**src/rtl/ss_dispatch_pkg.sv**
```systemverilog
// Shared bridge definitions for slave-select dispatch.
// FSM encoding, address width and default window timing.
package ss_dispatch_pkg;

  localparam int SS_ADDR_W    = 8;
  localparam int SS_SETUP_DEF = 2;
  localparam int SS_HOLD_DEF  = 2;
  localparam int SS_GAP_DEF   = 1;

  typedef enum logic [2:0] {
    ST_IDLE,
    ST_POP,
    ST_LOAD,
    ST_SETUP,
    ST_XFER,
    ST_HOLD,
    ST_GAP
  } ss_state_e;

  function automatic int max3(
    input int a,
    input int b,
    input int c
  );
    int m;
    m = a;
    if (b > m) m = b;
    if (c > m) m = c;
    return m;
  endfunction

endpackage

```
**src/rtl/ss_dispatch_if.sv**
```systemverilog
// Queue-read and shift-engine handshake bundle.
// master = dispatcher side, slave = queue/engine side.
interface ss_dispatch_if;
  import ss_dispatch_pkg::*;

  logic                 q_empty;
  logic                 q_rd_en;
  logic [SS_ADDR_W-1:0] q_slave_addr;
  logic                 xfer_start;
  logic                 xfer_done;

  modport master (
    input  q_empty,
    input  q_slave_addr,
    input  xfer_done,
    output q_rd_en,
    output xfer_start
  );

  modport slave (
    output q_empty,
    output q_slave_addr,
    output xfer_done,
    input  q_rd_en,
    input  xfer_start
  );

endinterface

```
**src/rtl/ss_decode.sv**
```systemverilog
// Address to active-low one-hot chip-select decoder.
// oor flags addresses with no matching select line.
module ss_decode
  import ss_dispatch_pkg::*;
#(
  parameter int NUM_SLAVES = 8
) (
  input  logic [SS_ADDR_W-1:0]  addr,
  output logic [NUM_SLAVES-1:0] ss_n,
  output logic                  oor
);

  localparam logic [SS_ADDR_W:0] LIMIT =
    NUM_SLAVES[SS_ADDR_W:0];

  always_comb begin
    ss_n = '1;
    for (int i = 0; i < NUM_SLAVES; i++) begin
      if (addr == SS_ADDR_W'(i)) ss_n[i] = 1'b0;
    end
  end

  assign oor = ({1'b0, addr} >= LIMIT);

endmodule

```
**src/rtl/ss_dispatch.sv**
```systemverilog
// Slave-select dispatcher: pops queued addresses and
// frames each SPI transfer with setup/hold/gap windows.
module ss_dispatch
  import ss_dispatch_pkg::*;
#(
  parameter int NUM_SLAVES   = 8,
  parameter int SETUP_CYCLES = SS_SETUP_DEF,
  parameter int HOLD_CYCLES  = SS_HOLD_DEF,
  parameter int GAP_CYCLES   = SS_GAP_DEF
) (
  input  logic                  clk,
  input  logic                  reset_n,
  input  logic                  enable,
  ss_dispatch_if.master         bus,
  output logic [NUM_SLAVES-1:0] ss_n,
  output logic                  busy,
  output logic                  addr_err,
  output logic [SS_ADDR_W-1:0]  cur_addr
);

  localparam int CNT_MAX =
    max3(SETUP_CYCLES, HOLD_CYCLES, GAP_CYCLES);
  localparam int CNT_W = $clog2(CNT_MAX + 1);

  localparam logic [CNT_W-1:0] SETUP_LD =
    CNT_W'(SETUP_CYCLES);
  localparam logic [CNT_W-1:0] HOLD_LD =
    CNT_W'(HOLD_CYCLES);
  localparam logic [CNT_W-1:0] GAP_LD =
    CNT_W'(GAP_CYCLES);
  localparam logic [CNT_W-1:0] CNT_ONE =
    CNT_W'(1);

  ss_state_e state, state_nxt;
  logic [CNT_W-1:0] cnt, cnt_nxt;
  logic cnt_last;

  logic [NUM_SLAVES-1:0] dec_ss_n;
  logic dec_oor;

  ss_decode #(
    .NUM_SLAVES(NUM_SLAVES)
  ) u_decode (
    .addr (bus.q_slave_addr),
    .ss_n (dec_ss_n),
    .oor  (dec_oor)
  );

  // Counter parks at 1 rather than wrapping.
  assign cnt_last = (cnt <= CNT_ONE);

  assign bus.q_rd_en    = (state == ST_POP);
  assign bus.xfer_start = (state == ST_SETUP) && cnt_last;
  assign busy           = (state != ST_IDLE);

  always_comb begin
    state_nxt = state;
    cnt_nxt   = cnt;
    unique case (state)
      ST_IDLE: begin
        if (enable && !bus.q_empty) state_nxt = ST_POP;
      end
      ST_POP: begin
        state_nxt = ST_LOAD;
      end
      ST_LOAD: begin
        if (dec_oor) begin
          state_nxt = ST_GAP;
          cnt_nxt   = GAP_LD;
        end else begin
          state_nxt = ST_SETUP;
          cnt_nxt   = SETUP_LD;
        end
      end
      ST_SETUP: begin
        if (cnt_last) state_nxt = ST_XFER;
        else          cnt_nxt   = cnt - CNT_ONE;
      end
      ST_XFER: begin
        if (bus.xfer_done) begin
          state_nxt = ST_HOLD;
          cnt_nxt   = HOLD_LD;
        end
      end
      ST_HOLD: begin
        if (cnt_last) begin
          state_nxt = ST_GAP;
          cnt_nxt   = GAP_LD;
        end else begin
          cnt_nxt = cnt - CNT_ONE;
        end
      end
      ST_GAP: begin
        if (cnt_last) state_nxt = ST_IDLE;
        else          cnt_nxt   = cnt - CNT_ONE;
      end
      default: begin
        state_nxt = ST_IDLE;
        cnt_nxt   = '0;
      end
    endcase
  end

  always_ff @(posedge clk or negedge reset_n) begin
    if (!reset_n) begin
      state <= ST_IDLE;
      cnt   <= '0;
    end else begin
      state <= state_nxt;
      cnt   <= cnt_nxt;
    end
  end

  always_ff @(posedge clk or negedge reset_n) begin
    if (!reset_n) begin
      ss_n     <= '1;
      addr_err <= 1'b0;
      cur_addr <= '0;
    end else begin
      addr_err <= (state == ST_LOAD) && dec_oor;
      if (state == ST_LOAD) begin
        cur_addr <= bus.q_slave_addr;
        if (!dec_oor) ss_n <= dec_ss_n;
      end else if (state == ST_HOLD && cnt_last) begin
        ss_n <= '1;
      end
    end
  end

endmodule
```
**src/flat_wrapper.sv**
```systemverilog
// flat-port wrapper written by rule: the top's interface ports become plain ports
module ss_dispatch_flat import ss_dispatch_pkg::*;
#(
  parameter int NUM_SLAVES   = 8,
  parameter int SETUP_CYCLES = SS_SETUP_DEF,
  parameter int HOLD_CYCLES  = SS_HOLD_DEF,
  parameter int GAP_CYCLES   = SS_GAP_DEF
)
  (clk, reset_n, enable, ss_n, busy, addr_err, cur_addr, bus_q_empty, bus_q_slave_addr, bus_xfer_done, bus_q_rd_en, bus_xfer_start);
  ss_dispatch_if bus_i ();
  input  logic clk;
  input  logic reset_n;
  input  logic enable;
  output logic [NUM_SLAVES-1:0] ss_n;
  output logic busy;
  output logic addr_err;
  output logic [SS_ADDR_W-1:0] cur_addr;
  input wire logic [$bits(bus_i.q_empty)-1:0] bus_q_empty;
  input wire logic [$bits(bus_i.q_slave_addr)-1:0] bus_q_slave_addr;
  input wire logic [$bits(bus_i.xfer_done)-1:0] bus_xfer_done;
  output wire logic [$bits(bus_i.q_rd_en)-1:0] bus_q_rd_en;
  output wire logic [$bits(bus_i.xfer_start)-1:0] bus_xfer_start;
  assign bus_i.q_empty = bus_q_empty;
  assign bus_i.q_slave_addr = bus_q_slave_addr;
  assign bus_i.xfer_done = bus_xfer_done;
  assign bus_q_rd_en = bus_i.q_rd_en;
  assign bus_xfer_start = bus_i.xfer_start;
  ss_dispatch #(.NUM_SLAVES(NUM_SLAVES), .SETUP_CYCLES(SETUP_CYCLES), .HOLD_CYCLES(HOLD_CYCLES), .GAP_CYCLES(GAP_CYCLES)) u_core (.clk(clk), .reset_n(reset_n), .enable(enable), .bus(bus_i), .ss_n(ss_n), .busy(busy), .addr_err(addr_err), .cur_addr(cur_addr));
endmodule
```
**config.mk**
```make
export PLATFORM = sky130hd
export DESIGN_NAME = ss_dispatch_flat
export DESIGN_NICKNAME = d
export VERILOG_FILES = /design/src/rtl/ss_dispatch_pkg.sv /design/src/rtl/ss_dispatch_if.sv /design/src/rtl/ss_decode.sv /design/src/rtl/ss_dispatch.sv /design/src/flat_wrapper.sv
export SDC_FILE = /design/constraint.sdc
export NUM_CORES = 1
export LEC_CHECK = 0
export CAP_MARGIN = 20
export CORE_ASPECT_RATIO = 1.25
export CORE_MARGIN = 2
export CORE_UTILIZATION = 36
export CTS_BUF_LIST = sky130_fd_sc_hd__clkbuf_2
export DETAILED_ROUTE_END_ITERATION = 16
export PLACE_DENSITY_LB_ADDON = 0.2
export SLEW_MARGIN = 25
export SYNTH_ARGS = -nofsm -noshare
export SYNTH_HDL_FRONTEND = slang
export SYNTH_SLANG_ARGS = --single-unit
export TNS_END_PERCENT = 5
```
**constraint.sdc**
```tcl
create_clock -name clk -period 3 [get_ports clk]
set_clock_uncertainty 0.15 [all_clocks]
set_input_delay 0.6 -clock clk [delete_from_list [all_inputs] [get_ports clk]]
set_output_delay 0.6 -clock clk [all_outputs]
set_load 0.02 [all_outputs]
```
==> flow_summary.json <==
{
  "syn_area_per_cell_um2": 9.11,
  "synth_common_cells": "nand2_1, dfrtp_1, dfstp_2, o21ai_0",
  "cts_resized": 0,
  "grt_max_degree": 18,
  "power_density_nw_per_um2": 810,
  "synth_compound_area_frac": 0.169,
  "htreeDepth": 1,
  "worst_slew_pin_slew_ns": 0.770,
  "synth_adder_area_share": 0.0317,
  "synthTopCellsByArea": "dfrtp_1, dfstp_2, nand2_1",
  "fin_crit_sh": 0.942,
  "ant_nets": 0,
  "setup_tns_ns": 0,
  "yosys.cell_types.count": 34,
  "slew_violations": 0,
  "place.gp.congestion": 0.800,
  "post-place-ws_ns": 0.411,
  "worstPathCellList": "inv_1, ha_1, nand2b_1, and3_1, clkdlybuf4s50_1",
  "synth_top_family_by_area": "simple AND/OR/NAND/NOR gates",
  "synth_area_um2": 1180,
  "synthSimpleGateAreaFrac": 0.285,
  "whs_path_depth": 2,
  "min_from": "u_core.cur_addr[3]",
  "start_util": 0.374,
  "grt_pass1_wl_um": 4450,
  "yosys.area.top_type": "dfrtp_1",
  "final-setup-viol-count": 0,
  "synth_mux_area_frac": 0,
  "end_kind": "output pin",
  "synth_edf_count": 0,
  "synth_nets": 146,
  "fin_crit_ns": 2.83,
  "ir_worst_vdd_uv": 423,
  "hold_violations": 0,
  "io_pins": 33,
  "placed_cell_area_um2": 1540,
  "async_flop_share": 1.00,
  "cpMaxStageDelayCell": "clkdlybuf4s50_1",
  "r2r-end": "u_core.ss_n[0]",
  "dp.cells": 195,
  "vias": 1011,
  "syn_inst": 130,
  "grt_pass1_vias": 966,
  "critPathMaxStageDelay_ns": 0.60,
  "insertion_delay_ns": 0.32,
  "dr.pass1.iters": 4,
  "reg2reg_slack_ns": 0.90,
  "dieWidth_um": 55.3,
  "die-area_um2": 3770,
  "hold_path_class": "register to register",
  "seq_area_frac_synth": 0.473,
  "yosysTopAreaCellShare": 0.296,
  "cp.required_ns": 2.25,
  "nets": 179,
  "cts_root_buffer": "clkbuf_2",
  "yosysWarnings": 0,
  "grt_overflow": 0,
  "drc": 0,
  "drtIter0Drc": 16,
  "worstPathArrival_ns": 2.08,
  "grt_use_total": 0.153,
  "rows": 23,
  "routed_wl_um": 2710,
  "routedWlPerCell_um": 13.6,
  "cts_buffer_depth": 2,
  "synth_ff_type": "dfrtp_1",
  "yosysMostFrequentCell": "nand2_1",
  "timing.hold.ws_ns": 0.350,
  "coreArea_um2": 3170,
  "cp_max_fo": 5,
  "fin_area_um2": 1560,
  "hold_end": "u_core.cur_addr[3]",
  "rsz0062_at_grt": "false",
  "areaGrowthSynthToFinish_pct": 31.6,
  "layout_setup_ws_ns": 0.173,
  "cp-start-kind": "register",
  "hpwl_um": 2040,
  "io_buffers": 32,
  "outcome": "completed",
  "stdcell_count": 199,
  "cts_made_buffers": 3,
  "power_leakage_nw": 0.636,
  "layout-drive-gt1-share": 0.123,
  "cts_tree": "built",
  "r2r_start": "u_core.state[0]",
  "vias_per_cell": 5.08,
  "critPathKind": "register to output pin",
  "max_freq_mhz": 354,
  "diodes": 0,
  "clkSinkCount": 22,
  "clk_pin_slew_worst_paths_ns": 0.20,
  "die_y_um": 68.1,
  "r2r_cells": 4,
  "synth-seq-cells": 22,
  "grt_antenna_before_repair": 0,
  "cap_violations": 0,
  "cts_setup_buffers": 0,
  "synth-xor-area-share": 0,
  "max_slew_margin": 0.485,
  "hold_buffers": 0
}
placed cells by master (no fill, tap or decap), types with 3 or more instances in the layout:
| cell | n |
|---|---|
| nand2b_1 | 3 |
| clkdlybuf4s50_1 | 32 |
| buf_4 | 4 |
| nor2_1 | 4 |
| clkbuf_2 | 3 |
| o32a_1 | 6 |
| a21oi_1 | 6 |
| nor2b_1 | 6 |
| ha_1 | 3 |
| dfrtp_1 | 14 |
| o21ai_0 | 8 |
| nand2_1 | 36 |
| nand3_1 | 4 |
| dfstp_2 | 8 |
per-layer routing:
| metal | part of all wire | up-vias | GRT usage |
|---|---|---|---|
| li1 | - | 524 | - |
| met1 | 0.45 | 463 | 0.184 |
| met2 | 0.50 | 22 | 0.272 |
| met3 | 0.037 | 2 | 0.0170 |
| met4 | 0.013 | 0 | 0.0823 |
| met5 | 0 | - | 0 |
report_power, final:
group / internal [mW] / leakage, nW / switching (mW)
Clock: 0.0290 / 0.0140 / 0.0893
Sequential: 0.387 / 0.258 / 0.0923
Combinational: 0.306 / 0.365 / 0.359
worst max-delay path by stage:
stage | startpoint | endpoint | slack, ns | cells past startpoint
final | u_core.cnt[1] | bus_xfer_start | 0.17 | 5
after global routing | u_core.state[1] | bus_xfer_start | 0.04 | 3
after CTS | u_core.cnt[1] | bus_xfer_start | 0.13 | 5
after detailed placement | bus_q_slave_addr[6] | u_core.cnt[0] | 0.41 | 5
after global placement | bus_q_slave_addr[6] | u_core.cnt[0] | 0.52 | 5
after floorplan | u_core.state[0] | bus_q_rd_en | 0.82 | 3
cells by family (layout without fill, tap and decap cells):
family / count (synthesis) / count (layout)
flip-flops: 22 / 22
AO/OA/AOI/OAI: 29 / 29
AND/OR/NAND/NOR: 66 / 66
buffers and inverters: 10 / 42
adder cells (fa/ha/maj): 3 / 3
stage by stage:
stage           util  power (mW)
2_1_floorplan      -       0.905
3_3_place_gp   0.487        1.14
3_5_place_dp   0.487        1.15
4_1_cts        0.492        1.28
5_1_grt        0.492        1.37
6_report       0.492        1.26
state kept, by name, summed over array words and instances (netlist names):
signal	cells
u_core.state	3
u_core.ss_n	8
u_core.addr_err	1
u_core.cnt	2
u_core.cur_addr	8
cell type report:
cell class,count,area (µm²)
clock buffers,3,15.0
clock inverters,1,3.75
fillers,334,1610
inverters,2,7.51
multi-input cells,98,576
flip-flops and latches,22,561
well taps,37,46.3
repair buffers,36,350
critical path: cells and delay by family (launching register included):
kind | cells | cell delay [ns]
buf+inv | 2 | 0.70
simple gates | 2 | 0.40
fa+ha+maj | 1 | 0.18
flops | 1 | 0.48
Note: power is estimated with default switching activity, not from simulation.
